File: src/rtl/cdc_src_arbiter.sv
// ---------------------------------------------------------------------------
// cdc_src_arbiter
//   Round-robin arbiter that funnels NUM_REQ requesters into the source half
//   of a two-phase CDC channel. One crossing is in flight at a time. The
//   payload and owner index are registered at grant. done_o pulses when the
//   CDC source reports the crossing complete.
//
//   Optional feature (macro CDC_ARB_TIMEOUT_EN): a watchdog bounds the time
//   spent in ISSUE+WAIT_DONE. It sets the sticky timeout_o flag and forces
//   the FSM back to IDLE. Without the macro the FSM waits indefinitely and
//   timeout_o does not exist.
//
// Ports
//   clk_i        single clock
//   rst_i        synchronous active-high reset
//   req_valid_i  [NUM_REQ]         per-requester valid
//   req_data_i   [NUM_REQ*DATA_W]  payloads, lane i at [i*DATA_W +: DATA_W]
//   req_ready_o  [NUM_REQ]         one-hot accept strobe (grant cycle only)
//   cdc_valid_o                    valid to CDC source (high only in ISSUE)
//   cdc_data_o   [DATA_W]          registered payload
//   cdc_ready_i                    CDC source idle (low = crossing in flight)
//   src_id_o     [$clog2(NUM_REQ)] owner of the channel, held until next grant
//   done_o                         one-cycle pulse on crossing completion
//   xfer_cnt_o   [16]              completed crossings, wrapping
//   timeout_o                      sticky watchdog flag (CDC_ARB_TIMEOUT_EN only)
//
// state     | meaning
// ----------+-------------------------------------------------------------
// IDLE      | channel free; grants when a request is valid and CDC is ready
// ISSUE     | cdc_valid_o high, payload held until the CDC accepts it
// WAIT_DONE | crossing in flight; ends when cdc_ready_i returns high
// ---------------------------------------------------------------------------
module cdc_src_arbiter #(
    parameter int NUM_REQ = 4,
    parameter int DATA_W  = 32,
    parameter int TIMEOUT = 255
) (
    input  logic                        clk_i,
    input  logic                        rst_i,
    input  logic [NUM_REQ-1:0]          req_valid_i,
    input  logic [NUM_REQ*DATA_W-1:0]   req_data_i,
    output logic [NUM_REQ-1:0]          req_ready_o,
    output logic                        cdc_valid_o,
    output logic [DATA_W-1:0]           cdc_data_o,
    input  logic                        cdc_ready_i,
    output logic [$clog2(NUM_REQ)-1:0]  src_id_o,
    output logic                        done_o,
    output logic [15:0]                 xfer_cnt_o
`ifdef CDC_ARB_TIMEOUT_EN
    ,
    output logic                        timeout_o
`endif
);

    localparam int ID_W = $clog2(NUM_REQ);

    if (NUM_REQ < 2 || NUM_REQ > 16 || TIMEOUT < 1) begin : g_param_check
        $error("cdc_src_arbiter: NUM_REQ must be 2..16 and TIMEOUT >= 1");
    end

    typedef enum logic [1:0] {
        IDLE      = 2'd0,
        ISSUE     = 2'd1,
        WAIT_DONE = 2'd2
    } state_t;

    state_t              state_q, state_d;
    logic [DATA_W-1:0]   data_q, data_d;
    logic [ID_W-1:0]     src_id_q, src_id_d;
    logic [ID_W-1:0]     last_q, last_d;
    logic                wait_first_q, wait_first_d;
    logic                done_q, done_d;
    logic [15:0]         xfer_cnt_q, xfer_cnt_d;

    logic                win_found;
    logic [ID_W-1:0]     win_idx;
    logic [DATA_W-1:0]   win_data;
    logic                grant;

`ifdef CDC_ARB_TIMEOUT_EN
    localparam int WD_W = ($clog2(TIMEOUT + 1) > 8) ? $clog2(TIMEOUT + 1) : 8;
    logic [WD_W-1:0]     wd_q, wd_d;
    logic                timeout_q, timeout_d;
`endif

    // Rotating priority: indices above last_q are scanned before the wrapped
    // segment. Each loop runs from the top down so the lowest matching index
    // is the last one written. The second loop overrides the first.
    always_comb begin
        win_found = 1'b0;
        win_idx   = '0;
        for (int i = NUM_REQ - 1; i >= 0; i--) begin
            if (req_valid_i[i] && (ID_W'(i) <= last_q)) begin
                win_found = 1'b1;
                win_idx   = ID_W'(i);
            end
        end
        for (int i = NUM_REQ - 1; i >= 0; i--) begin
            if (req_valid_i[i] && (ID_W'(i) > last_q)) begin
                win_found = 1'b1;
                win_idx   = ID_W'(i);
            end
        end
    end

    always_comb begin
        win_data = '0;
        for (int i = 0; i < NUM_REQ; i++) begin
            if (ID_W'(i) == win_idx) begin
                win_data = req_data_i[i*DATA_W +: DATA_W];
            end
        end
    end

    // done_q blocks a grant so crossings are separated by at least one IDLE cycle.
    assign grant = (state_q == IDLE) && cdc_ready_i && win_found && !done_q && !rst_i;

    always_comb begin
        req_ready_o = '0;
        if (grant) begin
            req_ready_o[win_idx] = 1'b1;
        end
    end

    always_comb begin
        state_d      = state_q;
        data_d       = data_q;
        src_id_d     = src_id_q;
        last_d       = last_q;
        wait_first_d = 1'b0;
        done_d       = 1'b0;
        xfer_cnt_d   = xfer_cnt_q;
`ifdef CDC_ARB_TIMEOUT_EN
        wd_d         = wd_q;
        timeout_d    = timeout_q;
`endif
        case (state_q)
            IDLE: begin
                if (grant) begin
                    state_d  = ISSUE;
                    data_d   = win_data;
                    src_id_d = win_idx;
                    last_d   = win_idx;
                end
            end
            ISSUE: begin
                if (cdc_ready_i) begin
                    state_d      = WAIT_DONE;
                    wait_first_d = 1'b1;
                end
            end
            WAIT_DONE: begin
                // cdc_ready_i may still read high in the first cycle after
                // the handshake, before the CDC source has dropped it.
                if (!wait_first_q && cdc_ready_i) begin
                    state_d    = IDLE;
                    done_d     = 1'b1;
                    xfer_cnt_d = xfer_cnt_q + 16'd1;
                end
            end
            default: begin
                state_d = IDLE;
            end
        endcase
`ifdef CDC_ARB_TIMEOUT_EN
        if (state_q != IDLE) begin
            wd_d = wd_q + 1'b1;
            if (wd_q == WD_W'(TIMEOUT - 1)) begin
                state_d      = IDLE;
                wait_first_d = 1'b0;
                done_d       = 1'b0;
                xfer_cnt_d   = xfer_cnt_q;
                timeout_d    = 1'b1;
            end
        end
        if (grant) begin
            wd_d = '0;
        end
`endif
    end

    always_ff @(posedge clk_i) begin
        if (rst_i) begin
            state_q      <= IDLE;
            data_q       <= '0;
            src_id_q     <= '0;
            last_q       <= ID_W'(NUM_REQ - 1);
            wait_first_q <= 1'b0;
            done_q       <= 1'b0;
            xfer_cnt_q   <= '0;
`ifdef CDC_ARB_TIMEOUT_EN
            wd_q         <= '0;
            timeout_q    <= 1'b0;
`endif
        end else begin
            state_q      <= state_d;
            data_q       <= data_d;
            src_id_q     <= src_id_d;
            last_q       <= last_d;
            wait_first_q <= wait_first_d;
            done_q       <= done_d;
            xfer_cnt_q   <= xfer_cnt_d;
`ifdef CDC_ARB_TIMEOUT_EN
            wd_q         <= wd_d;
            timeout_q    <= timeout_d;
`endif
        end
    end

    assign cdc_valid_o = (state_q == ISSUE);
    assign cdc_data_o  = data_q;
    assign src_id_o    = src_id_q;
    assign done_o      = done_q;
    assign xfer_cnt_o  = xfer_cnt_q;
`ifdef CDC_ARB_TIMEOUT_EN
    assign timeout_o   = timeout_q;
`endif

endmodule

File: config.mk
export PLATFORM = sky130hd
export DESIGN_NAME = cdc_src_arbiter
export DESIGN_NICKNAME = d
export VERILOG_FILES = /design/src/rtl/cdc_src_arbiter.sv
export SDC_FILE = /design/constraint.sdc
export NUM_CORES = 1
export LEC_CHECK = 0
export CORE_UTILIZATION = 39
export CTS_CLUSTER_SIZE = 20
export DETAILED_ROUTE_END_ITERATION = 12
export GPL_TIMING_DRIVEN = 0
export PLACE_DENSITY = 0.89
export SLEW_MARGIN = 20
export SYNTH_ARGS = -nofsm -noshare
export SYNTH_HDL_FRONTEND = slang
export SYNTH_SLANG_ARGS = --single-unit
File: constraint.sdc
create_clock -name clk_i -period 6.4 [get_ports clk_i]
set_input_delay 1.28 -clock clk_i [delete_from_list [all_inputs] [get_ports clk_i]]
set_output_delay 1.28 -clock clk_i [all_outputs]
set_load 0.005 [all_outputs]
==> run summary, run 1 <==
Status - completed
Sequential fraction of the synthesis area - 38.5%
Tot GR Track Use - 28.1%
Max-slew headroom - 42.1%
Total Power - 881 uW
Post-Syn Area - 0.00291 mm2
Fin Hold WS - 0.464 ns
Initial Utilization - 40.2%
Layout net count - 675
DRT Pass-1 Iters - 4
Die H - 88.4 um
I/O Buffers - 188
Worst slew pin tran - 0.866 ns
Clock Power Share - 26.9%
CP Cell Sequence - clkdlybuf4s50_1, nor4b_2, nand3b_2, a21oi_1, clkbuf_1, clkdlybuf4s50_1
R2r setup slk - 4.04 ns
Int Power - 647 uW
Largest net degree at the start of global routing - 18
Row count - 31
Worst Path Required - 5.12 ns
Final min period - 5.36 ns
Critical-path top delay cell - clkdlybuf4s50_1
Reg2reg end - cdc_data_o[8]
Net Switching - 234 uW
Vias in the first global route - 3676
Highest metal used - met4
Unique cell type count in the Yosys netlist - 48
CTS Hold Buffers Added - 0
Clock sink total - 56
Critical path type - input pin to output port
Worst r2r path cells - 6
Initial antenna violation count - 0
Slowest cell delay on critical path - 0.60 ns
Reg power frac - 44.2%
Drt wl/cell - 17.9 um
Sw frac - 26.6%
Setup crit end - req_ready_o[3]
Worst min-delay path class - register to register
Ant. Diodes - 0
Clk_lat worst skew - 0.31 ns
Drt via density - 5.62
# IOs - 191
RSZ-0062 raised after global routing - false
Post-synth EDFFs - 0
Crit end category - output port
H-tree levels - 2
Syn-to-layout area delta - 72.6%
Fillers - 586
WL met3 - 926 um
Worst-path maximum fanout - 10
TritonCTS clock tree - built
Root buffer cell - clkbuf_8
Worst vdd ir - 113 uV
Final setup violating endpoints - 0
Pwr dens - 175 mW/mm2
Worst-path clk slew - 0.10 ns
DR iter-0 viols - 160
Mapped Avg Cell Area - 8.47 um2
Post-Route Skew - 0.0114 ns
Slew Limit Fails - 0
CTS resizes - 0
Final hold violations - 0
Post-Syn Instances - 344
Wire length on met1 - 4.42 mm
Leakage - 1.87 nW
Clk buf depth - 2
Placer Congestion - 0.838
Core Box Area - 0.00725 mm2
RR Startpoint - state_q[1]
Detail Route met2 WL - 5.83 mm
Async SR Flop Fraction - 0%
Num CTS Buffers - 5
Die W - 88.4 um
Max-cap check violation count - 0
Syn Nets - 480
Grt ovf - 0
Origin of the worst setup path - cdc_ready_i
CP arrival - 4.08 ns
Most used DFF post-synth - dfxtp_1
Startpoint types - input pin
Crit path top cell by count - clkdlybuf4s50_1
Combinational power share - 28.9%
Routed WL - 11.4 mm
Post-DRT Antenna Nets - 0
Sum Neg Setup Slack - 0 ns
Fmax achieved - 0.186 GHz
Total Die Area - 0.00782 mm2
Layout cell share with drive strength beyond 1 - 5.19%
DRC - 0
Vias - 3590
Tcrit/Tclk final - 83.8%
Postcts setup bufs - 0
First-pass GRT wire length - 17.1 mm
Yosys warning total - 0
Dpl hpwl - 8.93 mm
Synthesized flop and latch total - 56
Yosys cell counts, types with 3 or more instances:
library cell / count / share of area (%)
buf_2: 10 / 1.7
a21oi_1: 23 / 4.0
a32oi_1: 14 / 4.2
a22oi_1: 17 / 4.4
nand3_1: 5 / 0.86
nor2_1: 26 / 3.3
clkbuf_1: 18 / 2.3
nor2b_1: 3 / 0.64
and3_1: 4 / 0.86
and4_1: 3 / 0.90
nand4_1: 3 / 0.64
o21ai_0: 25 / 4.3
a211o_1: 3 / 0.90
inv_1: 4 / 0.52
a221o_1: 14 / 4.8
a2bb2oi_1: 10 / 3.0
a32o_1: 3 / 1.0
xor2_1: 13 / 3.9
and2_1: 6 / 1.3
o21ai_1: 9 / 1.5
dfxtp_1: 56 / 38
o211ai_1: 9 / 2.3
nand2_1: 36 / 4.6
worst min path at each step:
stage	start	end	slack, ns	cells past startpoint
final	src_id_o[1]	src_id_o[1]	0.46	2
after global routing	src_id_o[1]	src_id_o[1]	0.49	2
after floorplan	src_id_o[1]	src_id_o[1]	0.45	2
after CTS	src_id_o[1]	src_id_o[1]	0.47	2
after detailed placement	src_id_o[1]	src_id_o[1]	0.45	2
after global placement	src_id_o[1]	src_id_o[1]	0.45	2
metrics by stage:
| step | worst slack [ns] | cell area [um2] | utilization, % | std cells |
|---|---|---|---|---|
| finish | 1.04 | 5030 | 69.4 | 639 |
| detailed placement | 1.10 | 4920 | 67.8 | 631 |
| floorplan | 2.54 | 2910 | - | 344 |
| CTS | 1.10 | 5030 | 69.4 | 639 |
| global placement | 1.16 | 4920 | 67.8 | 631 |
| global route | 0.882 | 5030 | 69.4 | 639 |
layout by cell type (no fill, tap or decap), types with 2 or more instances in the layout:
cell             netlist  layout
and3b_1                2       2
nand4_1                3       3
nor2_1                26      26
o21ai_1                9       9
a221o_1               14      14
a2bb2oi_1             10      10
a32o_1                 3       3
and3_1                 4       4
a311o_1                2       2
and4_1                 3       3
o211ai_1               9       9
nand3_1                5       5
nand2_1               36      36
buf_2                 10      10
a22oi_1               17      17
and2_1                 6       6
clkdlybuf4s50_1        0     188
clkbuf_8               0       5
buf_6                  2       2
a21oi_1               23      23
o21ai_0               25      25
nand2b_1               2       2
a32oi_1               14      14
xnor2_1                2       2
clkbuf_1              18      18
a211o_1                3       3
dfxtp_1               56      56
inv_1                  4       4
nor2b_1                3       3
xor2_1                13      13
metal layers:
layer  track usage [%]  vias to the layer above
met3              9.51                       25
met4              9.09                        0
met1              31.3                     1721
met2              50.3                      169
li1                  -                     1675
met5                 0                        -
final cells by class:
class	instances	area (um2)	share of cell area, %
Timing Repair Buffer	188	1880	37.4
Multi-Input combinational cell	252	1630	32.3
Sequential cell	56	1120	22.3
Buffer	31	148	2.93
Tap cell	99	124	2.46
Clock buffer	5	68.8	1.37
Clock inverter	3	42.5	0.846
Inverter	5	18.8	0.373
registers in the layout (all words and copies together) (netlist names):
| register | flops |
|---|---|
| state_q | 2 |
| src_id_o | 2 |
| last_q | 2 |
| cdc_data_o | 32 |
| xfer_cnt_o | 16 |
| wait_first_q | 1 |
| done_o | 1 |
cell families after synthesis:
family,count (synthesis),share of synthesized area (%)
buffers and inverters,36,5.71
muxes,2,0.730
adders and majority gates,1,0.429
and+or+nand+nor,100,17.6
xor gates and xnor gates,15,4.51
DFF,56,38.5
AOI/OAI and AO/OA,134,32.6
worst max-delay path, delay by kind of cell:
kind | cells | cell delay, ns
buffers and inverters | 3 | 1.61
and+or+nand+nor | 2 | 0.74
AOI/OAI and AO/OA | 1 | 0.44
power groups by stage:
stage / logic, mW / clock network (mW) / registers, mW
after floorplan: 0.0876 / 0 / 0.397
after global placement: 0.244 / 0 / 0.396
after detailed placement: 0.251 / 0 / 0.397
after CTS: 0.252 / 0.239 / 0.389
after global routing: 0.271 / 0.252 / 0.393
final: 0.254 / 0.237 / 0.390
Note: power is estimated with default switching activity, not from simulation.
==> inputs of run 2 (changes only) <==
--- a/config.mk
+++ b/config.mk
@@ -5,11 +5,11 @@
 export SDC_FILE = /design/constraint.sdc
 export NUM_CORES = 1
 export LEC_CHECK = 0
-export CORE_UTILIZATION = 39
+export CORE_UTILIZATION = 33
 export CTS_CLUSTER_SIZE = 20
 export DETAILED_ROUTE_END_ITERATION = 12
 export GPL_TIMING_DRIVEN = 0
-export PLACE_DENSITY = 0.89
+export PLACE_DENSITY = 0.81
 export SLEW_MARGIN = 20
 export SYNTH_ARGS = -nofsm -noshare
 export SYNTH_HDL_FRONTEND = slang
==> constraint.sdc (replaced) <==
create_clock -name clk_i -period 4.5 [get_ports clk_i]
set_input_delay 0.9 -clock clk_i [delete_from_list [all_inputs] [get_ports clk_i]]
set_output_delay 0.9 -clock clk_i [all_outputs]
set_load 0.005 [all_outputs]
==> run summary, run 2 (synthesis results as in run 1) <==
DRC - 0 (unchanged)
Startpoint types - input pin
Fin util - 60.0% (-9.4 points)
Layout cell share with drive strength beyond 1 - 5.75% (+0.57 points)
CTS Hold Buffers Added - 0 (unchanged)
Die W - 96.0 um (+8.5%)
Worst r2r path cells - 7 (+1)
Worst-path maximum fanout - 10 (unchanged)
RR Startpoint - last_q[1]
Combinational power share - 29.6% (+0.7 points)
H-tree levels - 2 (unchanged)
DRT Pass-1 Iters - 5 (+1)
Placer Congestion - 0.810 (-3.3%)
RSZ-0062 raised after global routing - false
Max-cap check violation count - 0 (unchanged)
Net Switching - 336 uW (+43%)
Top delay family on crit path - buffers and inverters
Critical path type - input pin to output port
Crit path top cell by count - clkdlybuf4s50_1
Int Power - 869 uW (+34%)
Worst Path Required - 3.60 ns (-1.52 ns)
Hold Path End - src_id_o[1]
Num CTS Buffers - 5 (unchanged)
Worst min-delay path class - register to register
Dpl cells - 637 (+0.95%)
TritonCTS clock tree - built
Drt wl/cell - 17.0 um (-4.9%)
Reg2reg end - cdc_data_o[22]
Post-DRT Antenna Nets - 0 (unchanged)
Worst hold stages - 2 (unchanged)
Row count - 33 (+6.5%)
Syn-to-layout area delta - 72.6% (about the same)
Final setup violating endpoints - 0 (unchanged)
Crit end category - output port
Slew Limit Fails - 0 (unchanged)
Leakage - 1.86 nW (-0.24%)
Clk buf depth - 2 (unchanged)
First-pass GRT wire length - 16.7 mm (-2.2%)
Fillers - 764 (+30%)
Drt via density - 5.38 (-4.2%)
Max-slew headroom - 60.1% (+18 points)
Layout net count - 674 (-0.15%)
Core Box Area - 0.00838 mm2 (+16%)
Sw frac - 27.9% (+1.3 points)
Worst vdd ir - 138 uV (+23%)
DR iter-0 viols - 74 (-54%)
Tot GR Track Use - 23.8% (-4.3 points)
Tcrit/Tclk final - 95.0%
Status - completed
Fmax achieved - 0.234 GHz
Total Die Area - 0.00921 mm2 (+18%)
I/O Buffers - 188 (unchanged)
Initial Utilization - 34.8% (-5.4 points)
Min-Delay Startpoint - src_id_o[1]
R2r setup slk - 2.30 ns (-1.74 ns)
Total Power - 1.20 mW (+37%)
Vias - 3466 (-3.5%)
Non-filler cells, final - 644 (+0.78%)
Grt ovf - 0 (unchanged)
Final hold violations - 0 (unchanged)
Routed WL - 10.9 mm (-4.2%)
Final min period - 4.28 ns
Worst slew pin tran - 0.598 ns (-0.267 ns)
Ant. Diodes - 0 (unchanged)
Buf/Inv on CP - 3 (unchanged)
Dpl cell area - 0.00493 mm2 (+0.15%)
Initial antenna violation count - 0 (unchanged)
Register Area - 0.00112 mm2 (unchanged)
Largest net degree at the start of global routing - 20 (+2)
Area of the multi-input gates - 0.00164 mm2 (+0.69%)
Max reg flops - 32 (unchanged)
Clock Power Share - 24.4% (-2.5 points)
CP Cell Sequence - clkdlybuf4s50_1, nor4b_2, nand3b_2, a21oi_2, clkbuf_2, clkdlybuf4s50_1
Post-Route Skew - 0.00678 ns (-0.00465 ns)
CP arrival - 3.38 ns (-0.70 ns)
Clk_lat worst skew - 0.31 ns (about the same)
Slowest cell delay on critical path - 0.55 ns (-0.05 ns)
Non-Filler Cell Area, Final - 0.00503 mm2 (about the same)
Pwr dens - 240 mW/mm2 (+37%)
Most frequent cells in the layout - clkdlybuf4s50_1 (188), dfxtp_1 (56), nand2_1 (36)
Clock sink total - 56 (unchanged)
# IOs - 191 (unchanged)
Die H - 96.0 um (+8.5%)
Reg power frac - 46.0% (+1.8 points)
Root buffer cell - clkbuf_8
Vias in the first global route - 3506 (-4.6%)
Origin of the worst setup path - cdc_ready_i
Worst-path clk slew - 0.10 ns (about the same)
Most common cell after layout, fill and taps aside - clkdlybuf4s50_1
Sum Neg Setup Slack - 0 ns (unchanged)
Postcts setup bufs - 0 (unchanged)
Dpl hpwl - 8.75 mm (-2.0%)
CTS resizes - 1 (+1)
Critical-path top delay cell - clkdlybuf4s50_1
-- run 2: cell count changes in the layout (fill, tap and decap cells not counted) --
cell	delta
o32ai_1	-1
clkbuf_2	+1
clkbuf_1	-2
a21oi_2	+1
clkinv_2	-1
inv_6	+2
a21oi_1	-1
bufinv_16	-1
o32ai_2	+1
-- run 2: layout make-up --
type / count / area share, %
Timing Repair Buffer: 188 / 37.4
Sequential cell: 56 / 22.3
Tap cell: 105 / 2.61
Buffer: 30 / 2.89
Clock inverter: 3 / 0.498
Clock buffer: 5 / 1.37
Multi-Input combinational cell: 252 / 32.6
Inverter: 5 / 0.373
-- run 2: worst max path at each step --
stage	endpoint	slack (ns)	depth (start not counted)
after global routing	req_ready_o[3]	0.03	6
final	req_ready_o[3]	0.22	6
after floorplan	req_ready_o[1]	1.40	6
after detailed placement	req_ready_o[3]	-0.11	6
after CTS	req_ready_o[3]	0.05	6
after global placement	req_ready_o[3]	-0.09	6
-- run 2: power groups by stage --
stage | registers [mW] | logic, mW | clock network, mW
3_5_place_dp | 0.564 | 0.356 | 0
5_1_grt | 0.558 | 0.385 | 0.318
6_report | 0.554 | 0.357 | 0.294
3_3_place_gp | 0.563 | 0.351 | 0
4_1_cts | 0.554 | 0.358 | 0.300
2_1_floorplan | 0.564 | 0.125 | 0
-- run 2: metal layers --
| layer | share of wire [%] | track usage, % |
|---|---|---|
| met5 | 0 | 0 |
| met4 | 2.2 | 8.08 |
| met3 | 8.1 | 6.24 |
| met2 | 50 | 43.2 |
| met1 | 40 | 26.8 |
-- run 2: worst reg2reg max path: cells and delay by family (launching register included) --
kind / cells / cell delay [ns]
buffers and inverters: 3 / 0.96
AOI/OAI and AO/OA: 4 / 0.79
DFF: 1 / 0.36
-- run 2: per-stage QoR --
step | hold WS, ns | setup slack [ns]
finish | 0.470 | 0.224
global route | 0.525 | 0.0293
floorplan | 0.453 | 1.40
CTS | 0.474 | 0.0506
detailed placement | 0.459 | -0.112
global placement | 0.455 | -0.0875
==> inputs of run 3 (changes only) <==
--- a/config.mk
+++ b/config.mk
@@ -6,7 +6,6 @@
 export NUM_CORES = 1
 export LEC_CHECK = 0
 export CORE_UTILIZATION = 33
-export CTS_CLUSTER_SIZE = 20
 export DETAILED_ROUTE_END_ITERATION = 12
 export GPL_TIMING_DRIVEN = 0
 export PLACE_DENSITY = 0.81
==> results of run 3 <==
The final DEF is identical to that of run 2; final timing and power are the same.
